## config.mk

```make
export PLATFORM = sky130hd
export DESIGN_NAME = axis_to_wb_writer
export DESIGN_NICKNAME = d
export VERILOG_FILES = /design/src/rtl/axis_to_wb_writer.sv
export SDC_FILE = /design/constraint.sdc
export NUM_CORES = 1
export LEC_CHECK = 0
export CAP_MARGIN = 25
export CORE_ASPECT_RATIO = 0.6
export CORE_UTILIZATION = 35
export CTS_CLUSTER_DIAMETER = 200
export CTS_CLUSTER_SIZE = 12
export DETAILED_ROUTE_END_ITERATION = 10
export GPL_ROUTABILITY_DRIVEN = 0
export GPL_TIMING_DRIVEN = 0
export PLACE_DENSITY = 0.6
export SLEW_MARGIN = 20
export SYNTH_ARGS = -nofsm -noshare
export SYNTH_HDL_FRONTEND = slang
export SYNTH_SLANG_ARGS = --single-unit
export TNS_END_PERCENT = 50
```

## constraint.sdc

```tcl
create_clock -name clk -period 2.7 [get_ports clk]
set_clock_uncertainty 0.05 [all_clocks]
set_input_delay 0.405 -clock clk [delete_from_list [all_inputs] [get_ports clk]]
set_output_delay 0.405 -clock clk [all_outputs]
set_load 0.01 [all_outputs]
```

## src/rtl/axis_to_wb_writer.sv

```systemverilog
// rtl/axis_to_wb_writer.sv - AXI-Stream byte source to pipelined Wishbone word writer
//
// Purpose: packs an 8-bit AXI-Stream into little-endian Wishbone words and
// writes them to consecutive word addresses, starting at cmd_addr, for
// cmd_len words. Writes are pipelined, honour m_wb_stall and never exceed
// MAX_OUTSTANDING unacknowledged writes.
//
// Ports:
//   clk, areset                          clock, asynchronous active-high reset
//   cmd_start/cmd_addr/cmd_len           command pulse, first word address, word count
//   busy/done/short_err                  status (done is a 1-cycle pulse, short_err sticky)
//   axis_i_tready/tvalid/tlast/tdata     byte-wide stream input
//   m_wb_addr/dat_m2s/sel/we/stb/cyc     Wishbone master request side
//   m_wb_ack/m_wb_stall                  Wishbone slave response side
module axis_to_wb_writer #(
    parameter int WB_BYTES        = 2,
    parameter int ADDR_BITS       = 23,
    parameter int MAX_OUTSTANDING = 4
) (
    input  logic                    clk,
    input  logic                    areset,
    input  logic                    cmd_start,
    input  logic [ADDR_BITS-1:0]    cmd_addr,
    input  logic [15:0]             cmd_len,
    output logic                    busy,
    output logic                    done,
    output logic                    short_err,
    output logic                    axis_i_tready,
    input  logic                    axis_i_tvalid,
    input  logic                    axis_i_tlast,
    input  logic [7:0]              axis_i_tdata,
    output logic [ADDR_BITS-1:0]    m_wb_addr,
    output logic [WB_BYTES*8-1:0]   m_wb_dat_m2s,
    output logic [WB_BYTES-1:0]     m_wb_sel,
    output logic                    m_wb_we,
    output logic                    m_wb_stb,
    output logic                    m_wb_cyc,
    input  logic                    m_wb_ack,
    input  logic                    m_wb_stall
);

    localparam int IDX_W = (WB_BYTES > 1) ? $clog2(WB_BYTES) : 1;
    localparam int OUT_W = $clog2(MAX_OUTSTANDING + 1);

    typedef enum logic [2:0] {
        S_IDLE,
        S_FILL,
        S_ISSUE,
        S_DRAIN,
        S_DONE
    } state_t;

    state_t                  r_state;
    logic [ADDR_BITS-1:0]    r_addr;
    logic [WB_BYTES*8-1:0]   r_dat;
    logic [WB_BYTES-1:0]     r_sel;
    logic [IDX_W-1:0]        r_byte_idx;
    logic [15:0]             r_len;
    logic [15:0]             r_issued;
    logic [OUT_W-1:0]        r_outstanding;
    logic                    r_busy;
    logic                    r_done;
    logic                    r_short_err;
    logic                    r_tready;
    logic                    r_stb;
    logic                    r_cyc;

    logic                    w_accept;
    logic                    w_ack_eff;
    logic [OUT_W-1:0]        w_out_next;
    logic                    w_room;
    logic                    w_byte_take;
    logic                    w_word_full;
    logic                    w_last_word;

    assign w_accept    = r_stb && !m_wb_stall;
    // An ack with nothing outstanding is dropped so the counter cannot underflow.
    assign w_ack_eff   = m_wb_ack && (r_outstanding != '0);
    assign w_byte_take = r_tready && axis_i_tvalid;
    assign w_word_full = (r_byte_idx == IDX_W'(WB_BYTES - 1));
    assign w_last_word = (r_issued == (r_len - 16'd1));

    always_comb begin
        w_out_next = r_outstanding;
        if (w_accept && !w_ack_eff) begin
            w_out_next = r_outstanding + OUT_W'(1);
        end else if (!w_accept && w_ack_eff) begin
            w_out_next = r_outstanding - OUT_W'(1);
        end
    end

    // stb is registered, so the decision to raise it looks at next cycle's count.
    assign w_room = (w_out_next < OUT_W'(MAX_OUTSTANDING));

    always_ff @(posedge clk or posedge areset) begin
        if (areset) begin
            r_state       <= S_IDLE;
            r_addr        <= '0;
            r_dat         <= '0;
            r_sel         <= '0;
            r_byte_idx    <= '0;
            r_len         <= '0;
            r_issued      <= '0;
            r_outstanding <= '0;
            r_busy        <= 1'b0;
            r_done        <= 1'b0;
            r_short_err   <= 1'b0;
            r_tready      <= 1'b0;
            r_stb         <= 1'b0;
            r_cyc         <= 1'b0;
        end else begin
            r_done        <= 1'b0;
            r_outstanding <= w_out_next;
            case (r_state)
                S_IDLE: begin
                    if (cmd_start) begin
                        r_short_err <= 1'b0;
                        r_addr      <= cmd_addr;
                        r_len       <= cmd_len;
                        r_issued    <= '0;
                        if (cmd_len == 16'd0) begin
                            r_state <= S_DONE;
                            r_done  <= 1'b1;
                        end else begin
                            r_state    <= S_FILL;
                            r_busy     <= 1'b1;
                            r_tready   <= 1'b1;
                            r_dat      <= '0;
                            r_sel      <= '0;
                            r_byte_idx <= '0;
                        end
                    end
                end
                S_FILL: begin
                    if (w_byte_take) begin
                        for (int k = 0; k < WB_BYTES; k++) begin
                            if (r_byte_idx == IDX_W'(k)) begin
                                r_dat[8*k +: 8] <= axis_i_tdata;
                                r_sel[k]        <= 1'b1;
                            end
                        end
                        r_byte_idx <= r_byte_idx + IDX_W'(1);
                        if (w_word_full || axis_i_tlast) begin
                            r_tready <= 1'b0;
                            r_state  <= S_ISSUE;
                            if (w_room) begin
                                r_stb <= 1'b1;
                                r_cyc <= 1'b1;
                            end
                            // tlast exactly on the final byte of the final word is a clean end.
                            if (axis_i_tlast && !(w_word_full && w_last_word)) begin
                                r_short_err <= 1'b1;
                            end
                        end
                    end
                end
                S_ISSUE: begin
                    if (w_accept) begin
                        r_stb    <= 1'b0;
                        r_addr   <= r_addr + ADDR_BITS'(1);
                        r_issued <= r_issued + 16'd1;
                        if (((r_issued + 16'd1) == r_len) || r_short_err) begin
                            r_state <= S_DRAIN;
                        end else begin
                            r_state    <= S_FILL;
                            r_tready   <= 1'b1;
                            r_dat      <= '0;
                            r_sel      <= '0;
                            r_byte_idx <= '0;
                        end
                    end else if (!r_stb && w_room) begin
                        r_stb <= 1'b1;
                        r_cyc <= 1'b1;
                    end
                end
                S_DRAIN: begin
                    // Leave as soon as the final ack lands so cyc drops right after it.
                    if (w_out_next == '0) begin
                        r_cyc   <= 1'b0;
                        r_busy  <= 1'b0;
                        r_done  <= 1'b1;
                        r_state <= S_DONE;
                    end
                end
                S_DONE: begin
                    r_state <= S_IDLE;
                end
                default: begin
                    r_state <= S_IDLE;
                end
            endcase
        end
    end

    assign busy          = r_busy;
    assign done          = r_done;
    assign short_err     = r_short_err;
    assign axis_i_tready = r_tready;
    assign m_wb_addr     = r_addr;
    assign m_wb_dat_m2s  = r_dat;
    assign m_wb_sel      = r_sel;
    assign m_wb_we       = r_cyc;
    assign m_wb_stb      = r_stb;
    assign m_wb_cyc      = r_cyc;

endmodule

```

==> impl_metrics.env <==
export IMPL_portBuffers=101
export IMPL_min_period_over_period_pct=105
export IMPL_worstSetupStartpointType="flip-flop"
export IMPL_die_y_um=96.1
export IMPL_period_minus_slack_ps=2830
export IMPL_setup_violations=19
export IMPL_cp_arrival_ps=3010
export IMPL_status="complete, but fails checks"
export IMPL_post_drt_wl_per_cell_um=17.7
export IMPL_synth_largest_area_cell="dfrtp_1"
export IMPL_core_rowCount=33
export IMPL_worst_pin_slew_ps=547
export IMPL_diodes=0
export IMPL_synth_compound_area_share_pct=20.2
export IMPL_fillers=1334
export IMPL_synth_top_family_by_area="simple AND/OR/NAND/NOR gates"
export IMPL_cap_violations=0
export IMPL_max_freq_ghz=0.354
export IMPL_ctsHtreeMaxLevel=3
export IMPL_r2r_cells=9
export IMPL_critPathRequiredTime_ps=2880
export IMPL_async_flop_share_pct=100
export IMPL_ios=102
export IMPL_overflow=0
export IMPL_ys_flop_type="dfrtp_1"
export IMPL_synth_top_area_share_pct=41.6
export IMPL_design_area_sq_um=7190
export IMPL_clk_latency_ps=350
export IMPL_critPathCaptureType="flip-flop"
export IMPL_yosysSeqAreaShare_pct=41.6
export IMPL_synth_seq_cells=86
export IMPL_grt_util_all_layers_pct=22.3
export IMPL_drc=0
export IMPL_worst_slack_ps=-128
export IMPL_violations="setup timing"
export IMPL_slowest_delay_ps=440
export IMPL_wl_mm=16.8
export IMPL_cts_buffers=9
export IMPL_hold_class="input port to async pin"
export IMPL_start_util_pct=36.8
export IMPL_area_delta_synth_final_pct=39.0
export IMPL_grt_pass1_wl_mm=26.8
export IMPL_synthSimpleGateAreaFrac_pct=23.3
export IMPL_dp_hpwl_mm=12.0
export IMPL_power_density_nw_per_um2=1110
export IMPL_r2r_end="m_wb_dat_m2s[9]"
export IMPL_muxShareOfSynthArea_pct=4.28
export IMPL_cts_tree="done"
export IMPL_synth_xor_area_share_pct=4.74
export IMPL_cts_sinks=86
export IMPL_antenna_found_initial=0
export IMPL_path_clk_slew_ps=70
export IMPL_p_leak_nw=2.86
export IMPL_avgSynthCellArea_sq_um=8.40
export IMPL_path_class="flip-flop to flip-flop"
export IMPL_clock_path_buffers=2
export IMPL_synth_cell_types=60
export IMPL_rrSetupSlack_ps=-130
export IMPL_drt_iter0_markers=426
export IMPL_yosysWarnings=0
export IMPL_holdBufCountCts=0
export IMPL_finalHoldViolCount=0
export IMPL_seq_area_sq_um=2160
export IMPL_synth_edf_count=0
export IMPL_syn_num_nets=675
export IMPL_post_dp_cell_area_sq_um=6520
export IMPL_cts_root_buf="clkbuf_16"
export IMPL_die_w_um=159
export IMPL_r2r_start="r_issued[4]"
export IMPL_nets=808
export IMPL_synth_adder_area_share_pct=1.45
export IMPL_grt_max_degree=25
export IMPL_drive_gt1_share_pct=14.6
export IMPL_fin_tns_setup_ps=-2000
export IMPL_path_max_fanout=7
export IMPL_avgViaCountPerCell=5.59
export IMPL_worstPathCellList="buf_6 > nand3_4 > or3_4 > or4_4 > a211oi_4 > a41oi_2 > o21ai_4 > a21oi_4 > mux2_4"
export IMPL_ir_worst_vdd_uv=409
export IMPL_rsz0062_at_grt="true"
export IMPL_relSlewSlack_pct=63.6
export IMPL_slowest_stage="or4_4"
export IMPL_synth_area_sq_um=5170
export IMPL_synthCells=615
export IMPL_drv_slew=0
export IMPL_drt_pass1_iterations=5
export IMPL_synth_area_leaders="dfrtp_1 42%, nand2_1 7.3%, o21ai_0 4.9%, a21oi_1 4.6%, mux2_2 3.7%"
export IMPL_multiInputGateArea_sq_um=2980
export IMPL_core_sq_um=14000
export IMPL_ant_nets=0
export IMPL_grt_pass1_vias=4976
export IMPL_vias=5287
export IMPL_die_area_sq_um=15300
export IMPL_power_mw=7.97
export IMPL_final_core_util_pct=51.2
==> metal layers <==
layer / vias to the layer above / share of wire, % / track usage, %
met4: 0 / 1.0 / 4.97
met5: - / 0 / 0
met1: 2512 / 49 / 33.2
met2: 273 / 41 / 32.1
met3: 23 / 9.3 / 5.69
li1: 2479 / - / -
==> sequential cells by signal, summed over array words and instances (netlist names), 2 cells and up <==
| name | flops |
|---|---|
| m_wb_addr | 23 |
| r_outstanding | 3 |
| m_wb_sel | 2 |
| r_state | 3 |
| r_len | 16 |
| r_issued | 16 |
| m_wb_dat_m2s | 16 |
==> report_power, final <==
group	internal (mW)	total, mW	switching (mW)
registers	1.77	2.28	0.504
logic	1.93	4.29	2.36
clock network	0.825	1.40	0.575
==> kinds of logic (layout without fill, tap and decap cells) <==
kind of cell | Yosys count | in the layout
AOI/OAI and AO/OA | 169 | 170
DFF | 86 | 86
and+or+nand+nor | 253 | 253
muxes | 20 | 20
adders and majority gates | 6 | 6
xor gates and xnor gates | 28 | 28
buffers and inverters | 53 | 190
==> placed cells by master, fill, tap and decap left out, drive strengths merged, types with 17 or more instances in the layout <==
master	n
dfrtp	86
o21ai	52
clkdlybuf4s50	101
a21oi	49
nand2	100
inv	17
clkbuf	34
nor2	49
buf	34
xnor2	20
nor3	17
nand3	25
mux2	17
==> area by class of cell <==
| type | instances | area share (%) |
|---|---|---|
| plain buffers | 35 | 2.49 |
| clock buffers | 9 | 3.13 |
| clock inverters | 7 | 1.43 |
| inverters | 14 | 0.783 |
| multi-input cells | 477 | 41.5 |
| flip-flops and latches | 86 | 30.1 |
| well taps | 192 | 3.34 |
| repair buffers | 125 | 17.3 |
==> stage by stage <==
| step | setup WS (ps) | instances | hold WS [ps] |
|---|---|---|---|
| after CTS | -119 | 938 | 413 |
| after global routing | -215 | 945 | 442 |
| after detailed placement | -669 | 911 | 430 |
| final | -128 | 945 | 409 |
| after global placement | -605 | 908 | 430 |
| after floorplan | 54.0 | 615 | 417 |
==> cells in the mapped netlist (all sizes together), types with 3 or more instances <==
library cell / instances
and3: 10
nand2: 100
xnor2: 20
nand2b: 3
o22ai: 12
nor4: 9
or3: 3
inv: 14
buf: 10
o21a: 7
clkbuf: 29
a31oi: 12
mux2i: 3
dfrtp: 86
o211ai: 4
o31ai: 6
nand3: 25
ha: 6
and2: 12
nand3b: 3
o21ai: 52
a21oi: 48
xor2: 8
nor2: 49
mux2: 17
nor3: 17
nor2b: 3
a211oi: 5
nand4: 8
nor3b: 3
a41oi: 3
a211o: 3
==> worst max-delay path: cells and delay by family (launching register included) <==
family | cells | cell delay [ps]
compound gates | 4 | 920
flops | 1 | 370
simple gates | 3 | 960
mux | 1 | 320
buf+inv | 1 | 120
==> worst max-delay path by stage <==
stage	startpoint	endpoint	cells past startpoint	slack, ps
after floorplan	r_issued[1]	m_wb_dat_m2s[10]	9	50
after global placement	cmd_start	m_wb_addr[19]	9	-610
after detailed placement	cmd_start	r_issued[4]	8	-670
after CTS	r_issued[0]	m_wb_dat_m2s[1]	9	-120
after global routing	r_issued[1]	m_wb_dat_m2s[1]	9	-210
final	r_issued[4]	m_wb_dat_m2s[9]	9	-130
==> timing repair <==
action | 4_1_cts | 5_1_grt
gates resized for setup | 23 | 24
pin swaps | 7 | 6
hold endpoints to repair | 0 | 0
endpoints found under the setup margin | 59 | 49
gates cloned | 1 | 0
buffers inserted | 12 | 9
No activity file was read; power rests on OpenSTA's default activity.
